<file path="src/rtl/ovr_mon_pkg.sv">
// Shared types, default constants and width helper for the over-current monitor.
package ovr_mon_pkg;

  typedef enum logic {
    MON    = 1'b0,
    SHTDWN = 1'b1
  } ovr_state_e;

  localparam int DEF_BLANK_CYC     = 128;
  localparam int DEF_FAULT_LIMIT   = 10;
  localparam int DEF_RETRY_PERIODS = 1024;

  // Bits needed to hold the values 0..n-1 (never less than one).
  function automatic int cw(input int n);
    return (n <= 2) ? 1 : $clog2(n);
  endfunction

endpackage

</file>
<file path="src/rtl/ovr_ch_filt.sv">
// One monitored bridge: input synchroniser, blanked seen flag, saturating
// up/down fault counter and sticky fault flag.
module ovr_ch_filt #(
  parameter int FAULT_LIMIT = 10,
  parameter int CW          = 4
) (
  input  logic clk,
  input  logic rst,
  input  logic i_ovr,
  input  logic i_win,
  input  logic i_pwm,
  input  logic i_en,
  input  logic i_clr,
  output logic o_seen,
  output logic o_fault,
  output logic o_fault_set
);

  localparam logic [CW-1:0] LIM = CW'(FAULT_LIMIT);

  logic [1:0]    r_sync;
  logic          r_seen;
  logic          r_fault;
  logic [CW-1:0] r_cnt;
  logic [CW-1:0] w_cnt_nxt;

  always_ff @(posedge clk or posedge rst)
    if (rst) r_sync <= '0;
    else     r_sync <= {r_sync[0], i_ovr};

  // The pwm_synch cycle itself is never sampled: seen is consumed and cleared there.
  always_ff @(posedge clk or posedge rst)
    if (rst)                           r_seen <= 1'b0;
    else if (i_clr || i_pwm || !i_en)  r_seen <= 1'b0;
    else if (i_win && r_sync[1])       r_seen <= 1'b1;

  always_comb begin
    w_cnt_nxt = r_cnt;
    if (!i_en) w_cnt_nxt = '0;
    else if (i_pwm) begin
      if (r_seen && r_cnt != LIM)        w_cnt_nxt = r_cnt + 1'b1;
      else if (!r_seen && r_cnt != '0)  w_cnt_nxt = r_cnt - 1'b1;
    end
  end

  assign o_fault_set = (w_cnt_nxt == LIM) && !r_fault;

  always_ff @(posedge clk or posedge rst)
    if (rst) begin
      r_cnt   <= '0;
      r_fault <= 1'b0;
    end else if (i_clr) begin
      r_cnt   <= '0;
      r_fault <= 1'b0;
    end else begin
      r_cnt <= w_cnt_nxt;
      if (o_fault_set) r_fault <= 1'b1;
    end

  assign o_seen  = r_seen;
  assign o_fault = r_fault;

endmodule

</file>
<file path="src/rtl/ovr_i_mon.sv">
// N-channel over-current monitor: shared blanking window, first-fault capture,
// shutdown FSM with optional auto-retry after a run of quiet PWM periods.
module ovr_i_mon
  import ovr_mon_pkg::*;
#(
  parameter int NUM_CH        = 2,
  parameter int BLANK_CYC     = DEF_BLANK_CYC,
  parameter int FAULT_LIMIT   = DEF_FAULT_LIMIT,
  parameter int AUTO_RETRY    = 0,
  parameter int RETRY_PERIODS = DEF_RETRY_PERIODS
) (
  input  logic                      clk,
  input  logic                      rst,
  input  logic                      pwm_synch,
  input  logic [NUM_CH-1:0]         ovr_i,
  input  logic                      en,
  input  logic                      clr_fault,
  output logic                      OVR_I_shtdwn,
  output logic [NUM_CH-1:0]         fault,
  output logic [$clog2(NUM_CH)-1:0] first_fault
);

  localparam int BW = cw(BLANK_CYC + 1);
  localparam int CW = cw(FAULT_LIMIT + 1);
  localparam int RW = cw(RETRY_PERIODS);
  localparam int FW = $clog2(NUM_CH);

  logic [BW-1:0]     r_blank;
  logic              w_win;
  logic [NUM_CH-1:0] w_seen;
  logic [NUM_CH-1:0] w_fset;
  logic [RW-1:0]     r_retry;
  logic              w_retry_done;
  logic              w_clr;
  logic [FW-1:0]     r_first;
  logic [FW-1:0]     w_first_idx;
  ovr_state_e        r_state;
  ovr_state_e        w_state_nxt;

  always_ff @(posedge clk or posedge rst)
    if (rst)                            r_blank <= BW'(BLANK_CYC);
    else if (pwm_synch)                 r_blank <= '0;
    else if (r_blank != BW'(BLANK_CYC)) r_blank <= r_blank + 1'b1;

  assign w_win = (r_blank == BW'(BLANK_CYC));

  for (genvar g = 0; g < NUM_CH; g++) begin : g_ch
    ovr_ch_filt #(
      .FAULT_LIMIT (FAULT_LIMIT),
      .CW          (CW)
    ) u_ch (
      .clk         (clk),
      .rst         (rst),
      .i_ovr       (ovr_i[g]),
      .i_win       (w_win),
      .i_pwm       (pwm_synch),
      .i_en        (en),
      .i_clr       (w_clr),
      .o_seen      (w_seen[g]),
      .o_fault     (fault[g]),
      .o_fault_set (w_fset[g])
    );
  end

  assign w_retry_done = (AUTO_RETRY != 0) && (r_state == SHTDWN) && pwm_synch &&
                        !(|w_seen) && (r_retry == RW'(RETRY_PERIODS - 1));
  assign w_clr        = clr_fault || w_retry_done;

  always_ff @(posedge clk or posedge rst)
    if (rst)                                                  r_retry <= '0;
    else if (w_clr || r_state != SHTDWN || AUTO_RETRY == 0)   r_retry <= '0;
    else if (pwm_synch)                                       r_retry <= (|w_seen) ? '0 : r_retry + 1'b1;

  // Lowest index wins when several channels trip on the same pwm_synch.
  always_comb begin
    w_first_idx = '0;
    for (int i = NUM_CH - 1; i >= 0; i--)
      if (w_fset[i]) w_first_idx = FW'(i);
  end

  always_ff @(posedge clk or posedge rst)
    if (rst)                          r_first <= '0;
    else if (w_clr)                   r_first <= '0;
    else if (!(|fault) && |w_fset)    r_first <= w_first_idx;

  assign first_fault = r_first;

  always_ff @(posedge clk or posedge rst)
    if (rst) r_state <= MON;
    else     r_state <= w_state_nxt;

  always_comb begin
    w_state_nxt = r_state;
    case (r_state)
      MON:     if (|fault && !w_clr) w_state_nxt = SHTDWN;
      SHTDWN:  if (w_clr)            w_state_nxt = MON;
      default:                       w_state_nxt = MON;
    endcase
  end

  always_comb OVR_I_shtdwn = (r_state == SHTDWN);

endmodule

</file>
<file path="config.mk">
export PLATFORM = sky130hd
export DESIGN_NAME = ovr_i_mon
export DESIGN_NICKNAME = d
export VERILOG_FILES = /design/src/rtl/ovr_mon_pkg.sv /design/src/rtl/ovr_ch_filt.sv /design/src/rtl/ovr_i_mon.sv
export SDC_FILE = /design/constraint.sdc
export NUM_CORES = 1
export LEC_CHECK = 0
export BUFFER_PORTS_ARGS = -buffer_cell sky130_fd_sc_hd__buf_4
export CAP_MARGIN = 30
export CORE_MARGIN = 8
export CORE_UTILIZATION = 58
export CTS_BUF_LIST = sky130_fd_sc_hd__clkbuf_16
export DETAILED_ROUTE_END_ITERATION = 8
export HOLD_SLACK_MARGIN = 0.05
export PLACE_DENSITY_LB_ADDON = 0.05
export SYNTH_ARGS = -nofsm -noshare
export SYNTH_HDL_FRONTEND = slang
export SYNTH_SLANG_ARGS = --single-unit
export TNS_END_PERCENT = 100
</file>
<file path="constraint.sdc">
create_clock -name clk -period 2.46 [get_ports clk]
set_input_delay 0.246 -clock clk [delete_from_list [all_inputs] [get_ports clk]]
set_output_delay 0.246 -clock clk [all_outputs]
set_load 0.05 [all_outputs]
</file>
# ---- Word-level counts from Yosys, hierarchy flattened
# Index checks and enable logic that the tools add are counted.
dict set report totals {
  register_bits 26
  out_inout_bits 4
  elab_cells 79
}
dict set report classes {
  add_sub_neg 5
  eq_ne 6
  muxes 27
  bitwise_logic 1
  reduce_logical 29
}
# op count
set ops {}
lappend ops {{4-bit two-way mux} 10}
lappend ops {{8-bit two-way mux} 2}
lappend ops {{1-bit two-way mux} 14}
lappend ops {{2-bit nonzero test} 6}
lappend ops {{1-bit logical AND} 10}
lappend ops {{4-bit by 1-bit adder with 4-bit output, second input constant} 2}
lappend ops {{8-bit by 1-bit adder with 8-bit output, second input constant} 1}
lappend ops {{4-bit equality test, second input constant} 2}
lappend ops {{8-bit equality test, second input constant} 1}
lappend ops {{4-bit inequality test, second input constant} 2}
lappend ops {{8-bit inequality test, second input constant} 1}
lappend ops {{4-bit nonzero test} 2}
lappend ops {{4-bit by 1-bit subtractor with 4-bit output, second input constant} 2}
lappend ops {{1-bit logical NOT} 7}
lappend ops {{2-bit OR reduction} 2}
lappend ops {{1-bit logical OR} 2}
lappend ops {{1-bit one-hot mux with 2 select lines} 1}
lappend ops {{1-bit inverter} 1}

# ---- Depth between registers and ports, before layout
dict set report depth {
  ltp_word 12
  depth_mapped 8
  ltp_nobuf 8
}

# ---- Cells and area by module
# A second synthesis with hierarchy kept.
dict set report unflattened {
  hier_cells 178
  hier_area_um2 1690.4
}
# mod instances cells_per_inst area_per_inst_um2 seq_area_each_um2
set by_module_without_submodules {}
lappend by_module_without_submodules {ovr_ch_filt 2 62 581.8 200.2}
lappend by_module_without_submodules {ovr_i_mon 1 54 526.8 251.5}

# ---- Least setup slack after synthesis
# Ideal clock, no wire load.
dict set report synth_timing {
  path_kind {flip-flop to flip-flop}
  start {reg g_ch[1].u_ch.r_cnt[0]}
  end {reg r_first, in the netlist first_fault}
  setup_time_ns 0.087
  arrival_ns 1.954
  setup_slack_ns 0.419
  path_stages_with_launch 9
  path_buffers 0
  period_less_slack_ns 2.041
  cell_sequence {dfrtp_1 > inv_1 > ha_1 > or4b_4 > a31oi_4 > o2bb2ai_1 > and4b_1 > a21oi_1 > a211oi_2}
}
dict set report synth_via {
  elab_chain_len 12
}
# element line
set synth_lines {}
lappend synth_lines {{start: declaration} ovr_ch_filt.sv:24} ;# logic [CW-1:0] r_cnt;
lappend synth_lines {{start signal: assignment} ovr_ch_filt.sv:56} ;# r_cnt <= w_cnt_nxt;
lappend synth_lines {{branches (longest 4 deep; another with 4-bit by 1-bit subtractor with 4-bit output)} --}
lappend synth_lines {{4-bit two-way mux (*)} ovr_ch_filt.sv:40} ;# else if (i_pwm) begin
lappend synth_lines {{4-bit two-way mux (*)} ovr_ch_filt.sv:39} ;# if (!i_en) w_cnt_nxt = '0;
lappend synth_lines {{4-bit equality test (*)} ovr_ch_filt.sv:46} ;# assign o_fault_set = (w_cnt_nxt == LIM) && !r_fault;
lappend synth_lines {{1-bit logical AND (*)} ovr_ch_filt.sv:46}
lappend synth_lines {{1-bit two-way mux (2 in a row)} ovr_i_mon.sv:78} ;# if (w_fset[i]) w_first_idx = FW'(i);
lappend synth_lines {{1-bit two-way mux} ovr_i_mon.sv:84} ;# else if (!(|fault) && |w_fset) r_first <= w_first_idx;
lappend synth_lines {{1-bit two-way mux} ovr_i_mon.sv:83} ;# else if (w_clr) r_first <= '0;
lappend synth_lines {{end signal: assignment} ovr_i_mon.sv:84}
lappend synth_lines {{end: declaration} ovr_i_mon.sv:35} ;# logic [FW-1:0] r_first;
# Mark *: on every way between the ends. The select of a mux whose other input is x is not followed.
# A chain may end at the register's enable or synchronous reset.

# ---- Final worst setup path
# Same ends and word-level chain as after synthesis.

==> flow_metrics.env <==
export IMPL_worst_setup_path_start_kind="flop"
export IMPL_gp_congestion=0.840
export IMPL_dieArea_um2=4360
export IMPL_cts_made_buffers=3
export IMPL_r2r_start="g_ch[1].u_ch.r_cnt[0]"
export IMPL_worstPathArrival_ps=2380
export IMPL_antenna_found_initial=0
export IMPL_nNetsFinal=169
export IMPL_maxCapViolations=0
export IMPL_rrSetupSlack_ps=210
export IMPL_final_period_utilization=0.914
export IMPL_worstMarginPinSlew_ps=556
export IMPL_via_per_inst=5.73
export IMPL_synth_largest_area_cell="dfrtp_1"
export IMPL_cp_slowest_cell="or4b_4"
export IMPL_synth_top_family_by_area="simple AND/OR/NAND/NOR gates"
export IMPL_hold_buffers=0
export IMPL_vdd_drop_max_uv=516
export IMPL_fmax_mhz=445
export IMPL_worstPathRequired_ps=2590
export IMPL_clock_sinks=26
export IMPL_min_period_ps=2250
export IMPL_insertion_delay_ps=260
export IMPL_synth_area_top_cells="dfrtp_1 (43%), ha_1 (6.9%), nor2_1 (5.2%)"
export IMPL_cts_clk_slew_worst_paths_ps=60
export IMPL_cts_setup_buffers=0
export IMPL_h_tree_depth=1
export IMPL_p_per_area_nw_per_um2=518
export IMPL_fillers=192
export IMPL_maxSlewViolCount=0
export IMPL_syn_inst=145
export IMPL_worstPathCellList="inv_1 -> ha_1 -> or4b_4 -> o211ai_1 -> xor2_1 -> and4b_1 -> a21oi_1 -> a211oi_2"
export IMPL_final_hold_violation_count=0
export IMPL_synthToLayoutAreaGrowth_pct=11.5
export IMPL_synthAdderAreaFrac=0.0688
export IMPL_num_rows=18
export IMPL_ys_ff_latch=26
export IMPL_syn_cell_area_um2=1450
export IMPL_syn_num_nets=160
export IMPL_outcome="complete, no violations"
export IMPL_regArea_um2=652
export IMPL_synth_xor_xnor_area_share=0.0663
export IMPL_worstPathMaxFanout=5
export IMPL_start_util=0.598
export IMPL_vias=1049
export IMPL_grt_pass1_wl_um=4180
export IMPL_ant_nets=0
export IMPL_skew_ps=2.14
export IMPL_critical_path_class="reg2reg"
export IMPL_yosys_top_cells_count="dfrtp_1 (25), nor2_1 (20), inv_1 (9)"
export IMPL_ioPinCount=11
export IMPL_async_reset_ff_frac=1.00
export IMPL_io_buffer_count=10
export IMPL_grt_pass1_vias=986
export IMPL_power_total_mw=0.840
export IMPL_r2r_cells=8
export IMPL_syn_area_per_cell_um2=10.0
export IMPL_ys_warn_count=0
export IMPL_synthSimpleGateAreaFrac=0.198
export IMPL_synth_top_area_frac=0.430
export IMPL_ys_flop_type="dfrtp_1"
export IMPL_cp_slowest_stage_delay_ps=520
export IMPL_relSlewSlack=0.625
export IMPL_routed_wl_um=2610
export IMPL_clock_root_buffer="clkbuf_16"
export IMPL_drc_errors=0
export IMPL_hpwl_um=1890
export IMPL_die_h_um=66.1
export IMPL_ys_seq_area_frac=0.448
export IMPL_core_area_um2=2430
export IMPL_holdCritPathClass="in2async"
export IMPL_setup_tns_ps=0
export IMPL_drive_gt1_frac=0.163
export IMPL_grt_max_degree=27
export IMPL_synth_edf_count=0
export IMPL_timing_rr_end="first_fault"
export IMPL_setup_violations=0
export IMPL_design_area_um2=1620
export IMPL_yosys_cell_count_top_type="dfrtp_1"
export IMPL_p_leak_nw=0.710
export IMPL_synthMuxAreaShare=0.0155
export IMPL_cts_tree="built"
export IMPL_die_x_um=66.1
export IMPL_drt_iter0_markers=87
export IMPL_drt_pass1_iterations=4
export IMPL_placed_cell_area_um2=1530
export IMPL_rsz0062_at_grt="false"
export IMPL_synth_compound_area_frac=0.148
export IMPL_wl_per_cell_um=14.3
export IMPL_antenna_cells_inserted=0
export IMPL_synth_cell_types=45
export IMPL_clockBufferDepth=2
export IMPL_cts_resized=0
export IMPL_grt_overflow_total=0
export IMPL_cp_end_kind="flop"
export IMPL_multi_input_area_um2=722
export IMPL_grtUsageTotal=0.121
-- final cells by class --
type,instances,area share
clock inverter,1,0.00231
inverter,9,0.0208
sequential,26,0.402
tap,30,0.0231
timing repair buffer,12,0.0602
clock buffer,3,0.0463
multi-input combinational,102,0.445
-- cells in the final DEF, fill, tap and decap left out, types with 2 or more instances in the layout --
cell type,instances
dfrtp_1,25
nor2_1,20
buf_4,11
inv_1,10
ha_1,8
nand3_1,7
nor3_1,6
xnor2_1,6
nand2_1,6
a21oi_1,6
xor2_1,5
and3_1,3
clkbuf_16,3
nand4_1,2
mux2_2,2
nand2b_1,2
o21ai_0,2
o221ai_1,2
o211ai_1,2
nand4b_1,2
-- per-layer routing --
metal | share of wire | vias to the layer above | track usage
met3 | 0.029 | 2 | 0.0271
met5 | 0 | - | 0
li1 | - | 528 | -
met4 | 0.0058 | 0 | 0.0507
met1 | 0.48 | 512 | 0.137
met2 | 0.48 | 7 | 0.212
-- worst max path at each step --
stage                          start     endpoint
6_report       g_ch[1].u_ch.r_cnt[0]  first_fault
5_1_grt        g_ch[0].u_ch.r_cnt[0]  first_fault
4_1_cts        g_ch[1].u_ch.r_cnt[0]  first_fault
3_5_place_dp   g_ch[1].u_ch.r_cnt[0]  first_fault
3_3_place_gp   g_ch[1].u_ch.r_cnt[0]  first_fault
2_1_floorplan  g_ch[1].u_ch.r_cnt[0]  first_fault
-- worst max-delay path, delay by kind of cell, from the launching register on --
family                   cells  cell delay [ps]
AO/OA/AOI/OAI                3              360
XOR/XNOR                     1              210
adder cells (fa/ha/maj)      1              230
buffers and inverters        1              160
flip-flops                   1              420
AND/OR/NAND/NOR              2              750
-- per-stage QoR --
| step | setup WS [ps] | hold slack (ps) | instances | util |
|---|---|---|---|---|
| 3_3_place_gp | 262 | 335 | 178 | 0.628 |
| 4_1_cts | 221 | 89.9 | 182 | 0.660 |
| 6_report | 212 | 32.2 | 183 | 0.667 |
| 3_5_place_dp | 244 | 340 | 178 | 0.628 |
| 2_1_floorplan | 419 | 277 | 145 | - |
| 5_1_grt | 42.1 | 81.0 | 183 | 0.667 |
-- sequential cells by signal, summed over array words and instances (netlist names) --
name               cells
g_ch.u_ch.o_fault      2
g_ch.u_ch.r_sync       4
OVR_I_shtdwn           1
g_ch.u_ch.o_seen       2
first_fault            1
g_ch.u_ch.r_cnt        8
r_blank                8
-- cell families (layout without fill, tap and decap cells) --
group	count (synthesis)	in the layout
adders and majority gates	8	8
DFF	26	26
AOI/OAI and AO/OA	26	26
buffers and inverters	17	25
xor gates and xnor gates	11	11
and+or+nand+nor	55	55
muxes	2	2
-- power breakdown --
| part | switching (mW) | leakage [nW] | internal (mW) |
|---|---|---|---|
| combinational | 0.0265 | 0.320 | 0.0181 |
| sequential | 0.00469 | 0.348 | 0.435 |
| clock | 0.139 | 0.0423 | 0.217 |
Note: power is estimated with default switching activity, not from simulation.
